File: src/rtl/mux_arb_pkg.sv
// Shared encodings for the two-requester mux-select arbiter and the mux it drives.
package mux_arb_pkg;

  localparam logic [1:0] ST_IDLE  = 2'd0;
  localparam logic [1:0] ST_GNT_A = 2'd1;
  localparam logic [1:0] ST_GNT_B = 2'd2;

  // Downstream 2:1 mux ctl values.
  localparam logic SEL_A = 1'b0;
  localparam logic SEL_B = 1'b1;

  typedef enum logic [1:0] {
    StIdle = ST_IDLE,
    StGntA = ST_GNT_A,
    StGntB = ST_GNT_B
  } arb_state_e;

  typedef enum logic {
    ServedA = 1'b0,
    ServedB = 1'b1
  } served_e;

  // Round-robin tie break: whoever was not served last wins.
  function automatic arb_state_e rr_pick(served_e last_served);
    return (last_served == ServedB) ? StGntA : StGntB;
  endfunction

  // Mux select implied by a grant state; idle keeps the previous select.
  function automatic logic sel_for(arb_state_e st, logic sel_prev);
    case (st)
      StGntA:  return SEL_A;
      StGntB:  return SEL_B;
      default: return sel_prev;
    endcase
  endfunction

endpackage

File: src/rtl/mux_select_arbiter_hold_timer.sv
// Grant hold counter: expires on the MAX_HOLD-th consecutive enabled cycle.
// MAX_HOLD=0 removes the counter and never expires.
module hold_timer #(
  parameter int unsigned MAX_HOLD = 1024
) (
  input  logic clk,
  input  logic rst_n,
  input  logic clear,
  input  logic enable,
  output logic expire
);

  if (MAX_HOLD == 0) begin : g_disabled
    logic unused_inputs;
    assign unused_inputs = clk ^ rst_n ^ clear ^ enable;
    assign expire        = 1'b0;
  end else begin : g_enabled
    localparam int unsigned CNT_W = (MAX_HOLD < 2) ? 1 : $clog2(MAX_HOLD + 1);
    localparam logic [CNT_W-1:0] LastCnt = CNT_W'(MAX_HOLD - 1);

    logic [CNT_W-1:0] cnt_q, cnt_d;

    assign expire = enable && (cnt_q == LastCnt);

    always_comb begin
      cnt_d = cnt_q;
      if (clear) begin
        cnt_d = '0;
      end else if (enable) begin
        cnt_d = expire ? '0 : cnt_q + CNT_W'(1);
      end
    end

    always_ff @(posedge clk) begin
      if (!rst_n) begin
        cnt_q <= '0;
      end else begin
        cnt_q <= cnt_d;
      end
    end
  end

endmodule

File: src/rtl/mux_select_arbiter.sv
// Two-requester round-robin arbiter producing the registered select for a 2:1 data mux.
// Grants are held until done, request drop, or hold timeout; all outputs are registered.
module mux_select_arbiter
  import mux_arb_pkg::*;
#(
  parameter int unsigned MAX_HOLD = 1024
) (
  input  logic clk,
  input  logic rst_n,
  input  logic req_a,
  input  logic req_b,
  input  logic done_a,
  input  logic done_b,
  output logic gnt_a,
  output logic gnt_b,
  output logic sel,
  output logic busy,
  output logic timeout
);

  arb_state_e state_q, state_d;
  served_e    last_q, last_d;
  logic       sel_q, sel_d;
  logic       timeout_q, timeout_d;
  logic       gnt_a_q, gnt_b_q, busy_q;
  logic       release_grant;
  logic       expire;
  logic       timer_clear;
  logic       timer_enable;

  assign timer_enable = (state_q != StIdle);
  // Idle keeps the counter at zero so every grant starts a fresh hold window.
  assign timer_clear  = release_grant || (state_q == StIdle);

  hold_timer #(
    .MAX_HOLD (MAX_HOLD)
  ) u_hold_timer (
    .clk    (clk),
    .rst_n  (rst_n),
    .clear  (timer_clear),
    .enable (timer_enable),
    .expire (expire)
  );

  always_comb begin
    state_d       = state_q;
    last_d        = last_q;
    timeout_d     = 1'b0;
    release_grant = 1'b0;

    case (state_q)
      StIdle: begin
        if (req_a && req_b) begin
          state_d = rr_pick(last_q);
        end else if (req_a) begin
          state_d = StGntA;
        end else if (req_b) begin
          state_d = StGntB;
        end
      end
      StGntA: begin
        if (done_a || !req_a || expire) begin
          release_grant = 1'b1;
          last_d        = ServedA;
          // A normal release wins over a coincident expiry.
          timeout_d     = expire && !done_a && req_a;
          state_d       = req_b ? StGntB : StIdle;
        end
      end
      StGntB: begin
        if (done_b || !req_b || expire) begin
          release_grant = 1'b1;
          last_d        = ServedB;
          timeout_d     = expire && !done_b && req_b;
          state_d       = req_a ? StGntA : StIdle;
        end
      end
      default: begin
        state_d = StIdle;
      end
    endcase

    sel_d = sel_for(state_d, sel_q);
  end

  always_ff @(posedge clk) begin
    if (!rst_n) begin
      state_q   <= StIdle;
      last_q    <= ServedB;
      sel_q     <= SEL_A;
      timeout_q <= 1'b0;
      gnt_a_q   <= 1'b0;
      gnt_b_q   <= 1'b0;
      busy_q    <= 1'b0;
    end else begin
      state_q   <= state_d;
      last_q    <= last_d;
      sel_q     <= sel_d;
      timeout_q <= timeout_d;
      gnt_a_q   <= (state_d == StGntA);
      gnt_b_q   <= (state_d == StGntB);
      busy_q    <= (state_d != StIdle);
    end
  end

  assign gnt_a   = gnt_a_q;
  assign gnt_b   = gnt_b_q;
  assign sel     = sel_q;
  assign busy    = busy_q;
  assign timeout = timeout_q;

endmodule

File: config.mk
export PLATFORM = sky130hd
export DESIGN_NAME = mux_select_arbiter
export DESIGN_NICKNAME = d
export VERILOG_FILES = /design/src/rtl/mux_arb_pkg.sv /design/src/rtl/mux_select_arbiter_hold_timer.sv /design/src/rtl/mux_select_arbiter.sv
export SDC_FILE = /design/constraint.sdc
export NUM_CORES = 1
export LEC_CHECK = 0
export CELL_PAD_IN_SITES_DETAIL_PLACEMENT = 0
export CELL_PAD_IN_SITES_GLOBAL_PLACEMENT = 2
export CORE_MARGIN = 2
export CORE_UTILIZATION = 41
export DETAILED_ROUTE_END_ITERATION = 10
export DONT_BUFFER_PORTS = 1
export MAX_ROUTING_LAYER = met4
export PLACE_DENSITY = 0.9
export REMOVE_ABC_BUFFERS = 1
export SLEW_MARGIN = 15
export SYNTH_ARGS = -nofsm -noshare
export SYNTH_HDL_FRONTEND = slang
export SYNTH_HIERARCHICAL = 1
export SYNTH_SLANG_ARGS = --single-unit
File: constraint.sdc
create_clock -name clk -period 5.8 [get_ports clk]
set_clock_uncertainty 0.15 [all_clocks]
set_input_delay 0 -clock clk [delete_from_list [all_inputs] [get_ports clk]]
set_output_delay 0 -clock clk [all_outputs]
set_load 0.01 [all_outputs]
* Yosys cells after proc, flatten, opt, wreduce, memory -nomap -nowiden
Cells that the tools add are included.
** Cells by class
- Add/subtract/negate cells :: 1
- Multiply operators :: 0
- Div/mod/pow operators :: 0
- Order comparisons :: 0
- Eq/ne operators :: 7
- Shift-type cells :: 0
- Muxes and demuxes :: 20
- Bitwise logic cells :: 1
- Reductions and logical operators :: 22
** Operators with widths (count)
- two-way mux 2 bit :: 7
- adder 11 x 1 -> 11 bit, second input constant :: 1
- == test 11 x 10 -> 1 bit, second input constant :: 1
- two-way mux 11 bit :: 1
- one-hot mux 1 bit (2 select lines) :: 4
- nonzero test 2 bit :: 4
- two-way mux 1 bit :: 7
- logical AND 1 bit :: 6
- one-hot mux 2 bit (3 select lines) :: 1
- logical OR 1 bit :: 5
- == test 2 x 1 -> 1 bit, second input constant :: 2
- == test 2 bit, second input constant :: 2
- zero test 1 bit :: 4
- inequality test 2 bit, second input constant :: 2
- AND reduction 3 bit :: 1
- zero test 2 bit :: 1
- OR reduction 2 bit :: 1
- inverter 1 bit :: 1
** Word-level totals
- Bits in registers :: 19
- Latch bits :: 0
- Bits in writable memories :: 0
- Memory bits (read-only) :: 0
- Input bits :: 6
- Output and inout port bits :: 5
- Word-level logic and storage cells :: 59
- Memories :: 0

* Longest topological paths before layout
Gate-level depths: netlist of the first run.
- Depth in word-level cells :: 7
- Gate-level depth with buffers :: 12
- Mapped depth without buffers :: 11

* Modules after synthesis
The synthesis of the first run kept the hierarchy.
** By module, submodules not included
- hold_timer :: instances 1, cells an instance 59, area each 543.0 µm²
- mux_select_arbiter :: instances 1, cells an instance 55, area each 513.0 µm²

* Worst setup path before layout of the first run
Ideal clock, no wire load.
- Kind :: register to register
- From :: reg state_q[0]
- To :: reg sel_q (netlist: sel)
- Arrival time :: 2.583 ns
- Required time :: 5.534 ns
- Path slack :: 2.951 ns
- Cell stages (with the launch flop) :: 13
- Path buffers :: 1
- Path through :: dfxtp_1 -> inv_1 -> ha_1 -> inv_1 -> buf_2 -> nand4_1 -> nor4_4 -> and4bb_2 -> o21ai_0 -> a31o_2 -> ha_1 -> mux2i_1 -> nor2b_1
** On the way
- Cells in the longest elaborated chain, start to end :: 7
- Elaborated cells on any way between the ends :: 17
- Classes of those cells :: eq/ne: 4; mux: 7; reduce/logical: 6
** Ends and longest elaborated chain
- start: declaration :: RTL line mux_select_arbiter.sv:21 : arb_state_e state_q, state_d;
- start signal: assignment :: RTL line mux_select_arbiter.sv:88 : state_q <= StIdle;
- start signal: assignment :: RTL line mux_select_arbiter.sv:96 : state_q <= state_d;
- nonzero test 2 bit * :: RTL line mux_select_arbiter.sv:31 : assign timer_enable = (state_q != StIdle);
- net timer_enable :: RTL line mux_select_arbiter.sv:29 : logic timer_enable;
- logical AND 1 bit * :: RTL line mux_select_arbiter_hold_timer.sv:23 : assign expire = enable && (cnt_q == LastCnt);
- net expire :: RTL line mux_select_arbiter.sv:27 : logic expire;
- logical OR 1 bit (on tied branches) :: RTL line mux_select_arbiter.sv:71, mux_select_arbiter.sv:62
- two-way mux 2 bit (on tied branches) :: RTL line mux_select_arbiter.sv:71, mux_select_arbiter.sv:62
- one-hot mux 2 bit (3 select lines) * :: RTL line mux_select_arbiter.sv:51 : case (state_q)
- == test 2 bit / == test 2 x 1 -> 1 bit (equally long branches) :: RTL line mux_arb_pkg.sv:30 : case (st)
- one-hot mux 1 bit (2 select lines) / nonzero test 2 bit (equally long branches)
- end signal: assignment :: RTL line mux_select_arbiter.sv:98 : sel_q <= sel_d;
- end: declaration :: RTL line mux_select_arbiter.sv:23 : logic sel_q, sel_d;
Mark *: on every way through the listed nets, which the timed path passes. The rest lies on a longest branch.
A chain may end at the register's enable or synchronous reset.

* Worst setup path in the final report of the first run
- From :: reg state_q[1]
- To :: reg last_q
** On the way
- Cells in the longest elaborated chain, start to end :: 5
- Elaborated cells on any way between the ends :: 11
- Classes of those cells :: eq/ne: 4; mux: 1; reduce/logical: 6
** Ends and longest elaborated chain
- nonzero test 2 bit * :: RTL line mux_select_arbiter.sv:31
- net timer_enable :: RTL line mux_select_arbiter.sv:29
- logical AND 1 bit * :: RTL line mux_select_arbiter_hold_timer.sv:23
- net expire :: RTL line mux_select_arbiter.sv:27
- logical OR 1 bit (on tied branches) :: RTL line mux_select_arbiter.sv:71, mux_select_arbiter.sv:62
- inequality test 2 bit (no line)
- AND reduction 3 bit (no line) *
- end signal: assignment :: RTL line mux_select_arbiter.sv:89 : last_q <= ServedB;
- end signal: assignment :: RTL line mux_select_arbiter.sv:97 : last_q <= last_d;
- end: declaration :: RTL line mux_select_arbiter.sv:22 : served_e last_q, last_d;
Marks and branches as above.

==> results.ini, run 1 <==
[timing]
period_share_pct = 57.23
rsz0062_at_grt = no
finalHoldViolations = 0
fmax_ghz = 0.3012
worst_pin_slew_ns = 0.6277
drv_slew = 0
setup_viol = 0
period_needed_ns = 3.320
relSlewSlack_pct = 57.84
tns_ns = 0

[floorplanning]
die_x_microns = 54.75
core-area_sq_um = 2455
fp.dieArea_sq_um = 2998
num_rows = 18
die_h_microns = 54.75
ioPinCount = 11
start_util_pct = 43.02

[logic_synthesis]
synth_top_area_cell = dfxtp_1
synth_cell_types = 36
synth.avg_cell_area_sq_um = 9.263
muxShareOfSynthArea_pct = 0.9479
synthTopCellsByArea = dfxtp_1, ha_1, nand3_1, o21ai_0, a211oi_1
synth_ff_type = dfxtp_1
synth_edf_count = 0
synthXorXnorAreaFrac_pct = 2.488
ys_warn_count = 6
syn_area_sq_um = 1056
synth_compound_area_share_pct = 17.89
netlist_instances = 114
yosys.area_share.simple_pct = 29.86
synth-adder-area-share_pct = 9.479
synth_top_area_share_pct = 36.02
synth_top_family_by_area = simple AND/OR/NAND/NOR gates
seq_area_frac_synth_pct = 36.02
synth_seq_cells = 19
synthArstFlopShare_pct = 0

[worst_hold_path]
timing.hold.worst.start = done_b
hp-class = in2reg

[route]
drtAntennaViolNets = 0
dr_total_vias = 867
drt-initial-drc-count = 16
vias_per_cell = 5.667
first_pass_iters = 4
wl_per_cell_microns = 14.07
wl_mm = 2.152
drc_errors = 0

[placed_design]
dpl.hpwl_mm = 1.533
place.gp.congestion = 0.8305
place.port_buffers = 0
dpl_cell_area_sq_um = 1085

[power_and_ir_drop]
power.density_nw_per_um2 = 258.0
p_leak_nw = 0.4007
irDropWorstVdd_mv = 0.1724

[layout]
syn2layout_area_growth_pct = 11.97
antenna-diode-count = 0
layout.area.seq_sq_um = 380.4
drive_gt1_share_pct = 9.756
n_fill_cell = 240
multi_input_area_sq_um = 640.6
layout_common_cells = dfxtp_1, nand3_1, ha_1
final_cell_area_sq_um = 1182
layout_commonest_cell = dfxtp_1
fin_nets = 138

[critical_path]
critPathLaunch = state_q[1]
cp.arrival_ns = 3.42
worstPathRequired_ns = 5.90
r2r_setup_slack_ns = 2.48
critPathLaunchType = flop
crit_path_end_kind = flop
path_class = reg2reg
cp_max_fo = 13
timing.rr.start = state_q[1]

[grt]
grt_pass1_vias = 801
grt_use_total_pct = 17.39
grt_start_max_net_pins = 14
grt_pass1_wl_mm = 3.594
antenna_found_initial = 0
grt_overflow_total = 0

[clock_network]
cts_resized = 0
path_clk_slew_ns = 0.11
cts_tree = built
numClockSinks = 19
clkLatencyLatePin_ns = 0.29
postCtsSetupBuffers = 0
cts_inserted_buffers = 3
clock_path_buffers = 2
htreeDepth = 1
root_buffer = clkbuf_4

[outcome]
outcome = finished clean

[job]
drv_cap = 0

==> where the power goes <==
group	switching, mW	internal, mW	leakage [nW]
logic	0.0465	0.0389	0.229
clock network	0.0405	0.0256	0.0177
registers	0.0114	0.142	0.154
==> final timing paths <==
check | end | cells past startpoint
min | state_q[0] | 3
max reg2reg | last_q | 9
max | last_q | 9
min reg2reg | u_hold_timer/g_enabled.cnt_q[8] | 2
==> critical path: stages (launching register included) <==
cell	delay [ns]
dfxtp_1	0.42
inv_1	0.10
ha_1	0.21
inv_1	0.25
nand4_1	0.22
nor4_4	0.52
and4bb_4	0.30
or4_1	0.47
nand3_1	0.10
dlygate4sd3_1	0.54
==> cells in the mapped netlist, drive strengths merged, types with 2 or more instances <==
master / count
nor3: 3
or4: 2
or3: 4
nand3: 9
inv: 7
nand2b: 3
nand2: 6
ha: 8
o31ai: 2
and2: 2
a31o: 2
xor2: 3
buf: 2
a211oi: 4
a31oi: 4
nand4: 4
or3b: 2
nor2b: 3
o21ai: 7
dfxtp: 19
a21oi: 2
o22ai: 2
and4bb: 2
nand3b: 3
==> cell type report <==
cell class	instances	share of cell area, %
timing repair buffer	7	5.926
multi-input combinational	86	54.18
sequential	19	32.17
clock inverter	1	0.4233
clock buffer	3	1.905
inverter	7	2.222
tap	30	3.175
==> cells by family (layout without fill, tap and decap cells) <==
kind of cell | after synthesis | after routing
buffers and inverters | 9 | 18
AND/OR/NAND/NOR | 46 | 46
XOR/XNOR | 3 | 3
multiplexers | 1 | 1
flip-flops | 19 | 19
AO/OA/AOI/OAI | 28 | 28
adder cells (fa/ha/maj) | 8 | 8
==> routing by layer <==
metal	up-vias	part of all wire [%]	GRT usage [%]
li1	450	-	-
met1	395	46	21.69
met2	20	49	27.58
met3	2	4.2	3.552
met4	0	0.46	6.250
met5	-	0	-
==> registers in the layout (all words and copies together), names as in the netlist <==
signal                        count
u_hold_timer/g_enabled.cnt_q     11
sel                               1
gnt_a                             1
gnt_b                             1
timeout                           1
busy                              1
last_q                            1
state_q                           2
==> through the flow <==
step,instances,util [%],hold slack [ns],power [mW],worst slack (ns)
2_1_floorplan,112,-,-0.07817,0.2167,2.956
3_3_place_gp,142,44.19,-0.07329,0.2325,2.614
3_5_place_dp,142,44.19,-0.06804,0.2332,2.508
4_1_cts,153,48.17,0.005352,0.3069,2.461
5_1_grt,153,48.17,0.04800,0.3291,2.177
6_report,153,48.17,0.01805,0.3051,2.480
==> timing repair <==
item / CTS / global route
endpoints found under the hold margin: 19 / 0
setup endpoints to repair: 0 / 0
hold buffers: 7 / 0
Power figures use the tool's default switching activity.
==> inputs of run 2 (changes only) <==
--- a/config.mk
+++ b/config.mk
@@ -5,14 +5,15 @@
 export SDC_FILE = /design/constraint.sdc
 export NUM_CORES = 1
 export LEC_CHECK = 0
+export ABC_AREA = 1
 export CELL_PAD_IN_SITES_DETAIL_PLACEMENT = 0
 export CELL_PAD_IN_SITES_GLOBAL_PLACEMENT = 2
 export CORE_MARGIN = 2
-export CORE_UTILIZATION = 41
+export CORE_UTILIZATION = 31
 export DETAILED_ROUTE_END_ITERATION = 10
 export DONT_BUFFER_PORTS = 1
 export MAX_ROUTING_LAYER = met4
-export PLACE_DENSITY = 0.9
+export PLACE_DENSITY = 0.81
 export REMOVE_ABC_BUFFERS = 1
 export SLEW_MARGIN = 15
 export SYNTH_ARGS = -nofsm -noshare
==> constraint.sdc (replaced) <==
create_clock -name clk -period 3 [get_ports clk]
set_clock_uncertainty 0.15 [all_clocks]
set_input_delay 0 -clock clk [delete_from_list [all_inputs] [get_ports clk]]
set_output_delay 0 -clock clk [all_outputs]
set_load 0.01 [all_outputs]
==> run 2 against run 1 <==
Net effect: critical path depth up 3; sequential share of layout area decreased by 0.57 points; power grew 81%; design area rose by 1.8%; worst setup slack worse by 2.1 ns; non-clock buffer count is the same; fmax is 28% higher; synthesized area unchanged; register-to-register slack got worse by 2.1 ns; sequential power increased by 88%; cell count up 32%; combinational power up 56%.
==> results.ini, run 2 <==
[logic_synthesis]
synth.avg_cell_area_sq_um = 7.233  ; -22%
synth_seq_cells = 19  ; unchanged
netlist_top_cells_count = nand2_1, inv_1, nand3_1, dfxtp_1, nor2_1
synth_ff_type = dfxtp_1
yosysMostFrequentCell = nand2_1
synthArstFlopShare_pct = 0  ; unchanged
synth_top_area_cell = dfxtp_1
ys_warn_count = 6  ; unchanged
synthTopCellsByArea = dfxtp_1, nand2_1, nand3_1, ha_1, inv_1
synth_top_area_share_pct = 36.02  ; unchanged
netlist_instances = 146  ; +28%
syn_area_sq_um = 1056  ; unchanged
synth_edf_count = 0  ; unchanged
synth_cell_types = 21  ; -42%
seq_area_frac_synth_pct = 36.02  ; unchanged

[clock_network]
clkLatencyLatePin_ns = 0.29  ; about the same
numClockSinks = 19  ; unchanged
htreeDepth = 1  ; unchanged
root_buffer = clkbuf_4
path_clk_slew_ns = 0.11  ; about the same
clock_path_buffers = 2  ; unchanged
cts_tree = built
cts_inserted_buffers = 3  ; unchanged

[power_and_ir_drop]
internal-power_mw = 0.3741  ; +81%
switching_share_pct = 32.39  ; +0.10 points
irDropWorstVdd_mv = 0.2350  ; +36%
combPwrFrac_pct = 24.1  ; -3.9 points
clock_power_share_pct = 23.4  ; +1.7 points
power.density_nw_per_um2 = 459.8  ; +78%
p_sw_mw = 0.1792  ; +82%
seqPwrFrac_pct = 52.5  ; +2.2 points
p_leak_nw = 0.5291  ; +32%

[layout]
syn2layout_area_growth_pct = 13.98
regMostFlops = u_hold_timer/g_enabled.cnt_q
n_fill_cell = 378  ; +57%
largest_reg_flops = 11  ; unchanged
drive_gt1_share_pct = 11.54  ; +1.8 points
antenna-diode-count = 0  ; unchanged
fin_nets = 171  ; +24%
layout_common_cells = nand2_1, inv_1, nand3_1, dfxtp_1, nor2_1
layout_commonest_cell = nand2_1
final_cell_area_sq_um = 1204  ; +1.8%
top_regs = u_hold_timer/g_enabled.cnt_q x11, state_q x2

[timing]
tns_ns = 0  ; unchanged
period_share_pct = 86.52  ; +29 points
finalHoldViolations = 0  ; unchanged
fmax_ghz = 0.3853  ; +28%
drv_slew = 0  ; unchanged
setup_viol = 0  ; unchanged
relSlewSlack_pct = 75.02  ; +17 points
rsz0062_at_grt = no
worst_pin_slew_ns = 0.3744  ; -0.2533 ns
period_needed_ns = 2.596  ; -0.7239 ns

[grt]
grt_overflow_total = 0  ; unchanged
grt_pass1_vias = 908  ; +13%
busiest_layer = met2
grt_pass1_wl_mm = 3.608  ; +0.39%
antenna_found_initial = 0  ; unchanged
use_met3_pct = 1.630  ; -1.9 points
grt_use_total_pct = 11.55  ; -5.8 points
use_met2_pct = 20.52  ; -7.1 points
grt_start_max_net_pins = 12  ; -2
met1_usage_pct = 13.27  ; -8.4 points

[critical_path]
cp_max_fo = 9  ; -4
path_class = reg2reg
worstPathRequired_ns = 3.09  ; -2.81 ns
critPathLaunchType = flop
crit_path_end_kind = flop
cp.arrival_ns = 2.68  ; -0.74 ns

[placed_design]
place.gp.congestion = 0.8761  ; +5.5%
place.port_buffers = 0  ; unchanged
dpl.hpwl_mm = 1.541  ; +0.50%
dpl_cell_area_sq_um = 1106  ; +2.0%

[route]
dr_total_vias = 897  ; +3.5%
vias_per_cell = 4.441  ; -22%
drtAntennaViolNets = 0  ; unchanged
wl_per_cell_microns = 10.19  ; -28%
drt-initial-drc-count = 11  ; -5
wl_mm = 2.059  ; -4.3%
drc_errors = 0  ; unchanged
first_pass_iters = 4  ; unchanged

[job]
drv_cap = 0  ; unchanged

[floorplanning]
core-area_sq_um = 3311  ; +35%
num_rows = 21  ; +3
ioPinCount = 11  ; unchanged
die_x_microns = 62.37  ; +14%
fp.dieArea_sq_um = 3889  ; +30%
die_h_microns = 62.37  ; +14%
start_util_pct = 31.90  ; -11 points

[worst_hold_path]
hp-class = in2reg

[outcome]
outcome = finished clean

-- run 2: cell count changes after synthesis, moves of 12 or more --
| cell | delta |
|---|---|
| nand3_1 | +12 |
| inv_1 | +15 |
| nor2_1 | +17 |
| nand2_1 | +22 |
-- run 2: final cells by class --
type / count / area (sq um) / share of cell area [%]
Clock buffer: 3 / 22.52 / 1.871
Clock inverter: 1 / 5.005 / 0.4158
Inverter: 23 / 86.33 / 7.173
Multi-Input combinational cell: 103 / 581.8 / 48.34
Sequential cell: 19 / 380.4 / 31.60
Tap cell: 46 / 57.56 / 4.782
Timing Repair Buffer: 7 / 70.07 / 5.821
-- run 2: logic make-up (layout without fill, tap and decap cells) --
group,after synthesis,count (layout),synth area share (%)
simple gates,84,84,38.62
xor+xnor,4,4,3.317
buf+inv,24,34,8.886
flops,19,19,36.02
compound gates,7,7,3.673
fa+ha+maj,8,8,9.479
-- run 2: power groups by stage --
stage	Sequential [mW]	Clock [mW]	Combinational [mW]
after global placement	0.296	0	0.117
after global routing	0.292	0.147	0.156
after detailed placement	0.296	0	0.120
final	0.290	0.130	0.133
after CTS	0.291	0.140	0.136
after floorplan	0.293	0	0.0967
-- run 2: stage by stage --
stage               utilization, %  total power [mW]  setup WS, ns  cells  hold WS (ns)
floorplan                        -            0.3898        0.7535    145      -0.06590
global placement             33.41            0.4130        0.5802    191      -0.06081
detailed placement           33.41            0.4162        0.4734    191      -0.05827
CTS                          36.36            0.5661        0.3685    202       0.02876
global route                 36.36            0.5953        0.2071    202       0.09630
finish                       36.36            0.5534        0.4043    202       0.03355
-- run 2: path summary, 6_finish.rpt --
kind	cells past startpoint	slack [ns]	from	end
max	12	0.40	state_q[0]	state_q[1]
max reg2reg	12	0.40	state_q[0]	state_q[1]
min reg2reg	2	0.35	u_hold_timer/g_enabled.cnt_q[10]	u_hold_timer/g_enabled.cnt_q[10]
min	6	0.03	req_a	state_q[0]
-- run 2: per-layer routing --
layer  share of wire, %  up-vias
met1                 48      408
met5                  0        -
li1                   -      481
met4               0.92        0
met3                1.6        2
met2                 50        6
-- run 2: timing repair --
action | in CTS | in global routing
resized for setup | 0 | 0
hold buffers | 7 | 0
buffers inserted | 0 | 0
endpoints found under the hold margin | 19 | 0
endpoints found under the setup margin | 0 | 0
-- run 2: critical path: stages, from the launching register on --
cell and delay [ns]:
dfxtp_1 0.42, inv_1 0.08, ha_1 0.23, inv_1 0.23
nand4_1 0.16, nor2_1 0.15, inv_1 0.11, nand3_1 0.10
nand3_1 0.09, nand3_2 0.09, nand2_2 0.07, dlygate4sd3_1 0.57
nor2_1 0.08
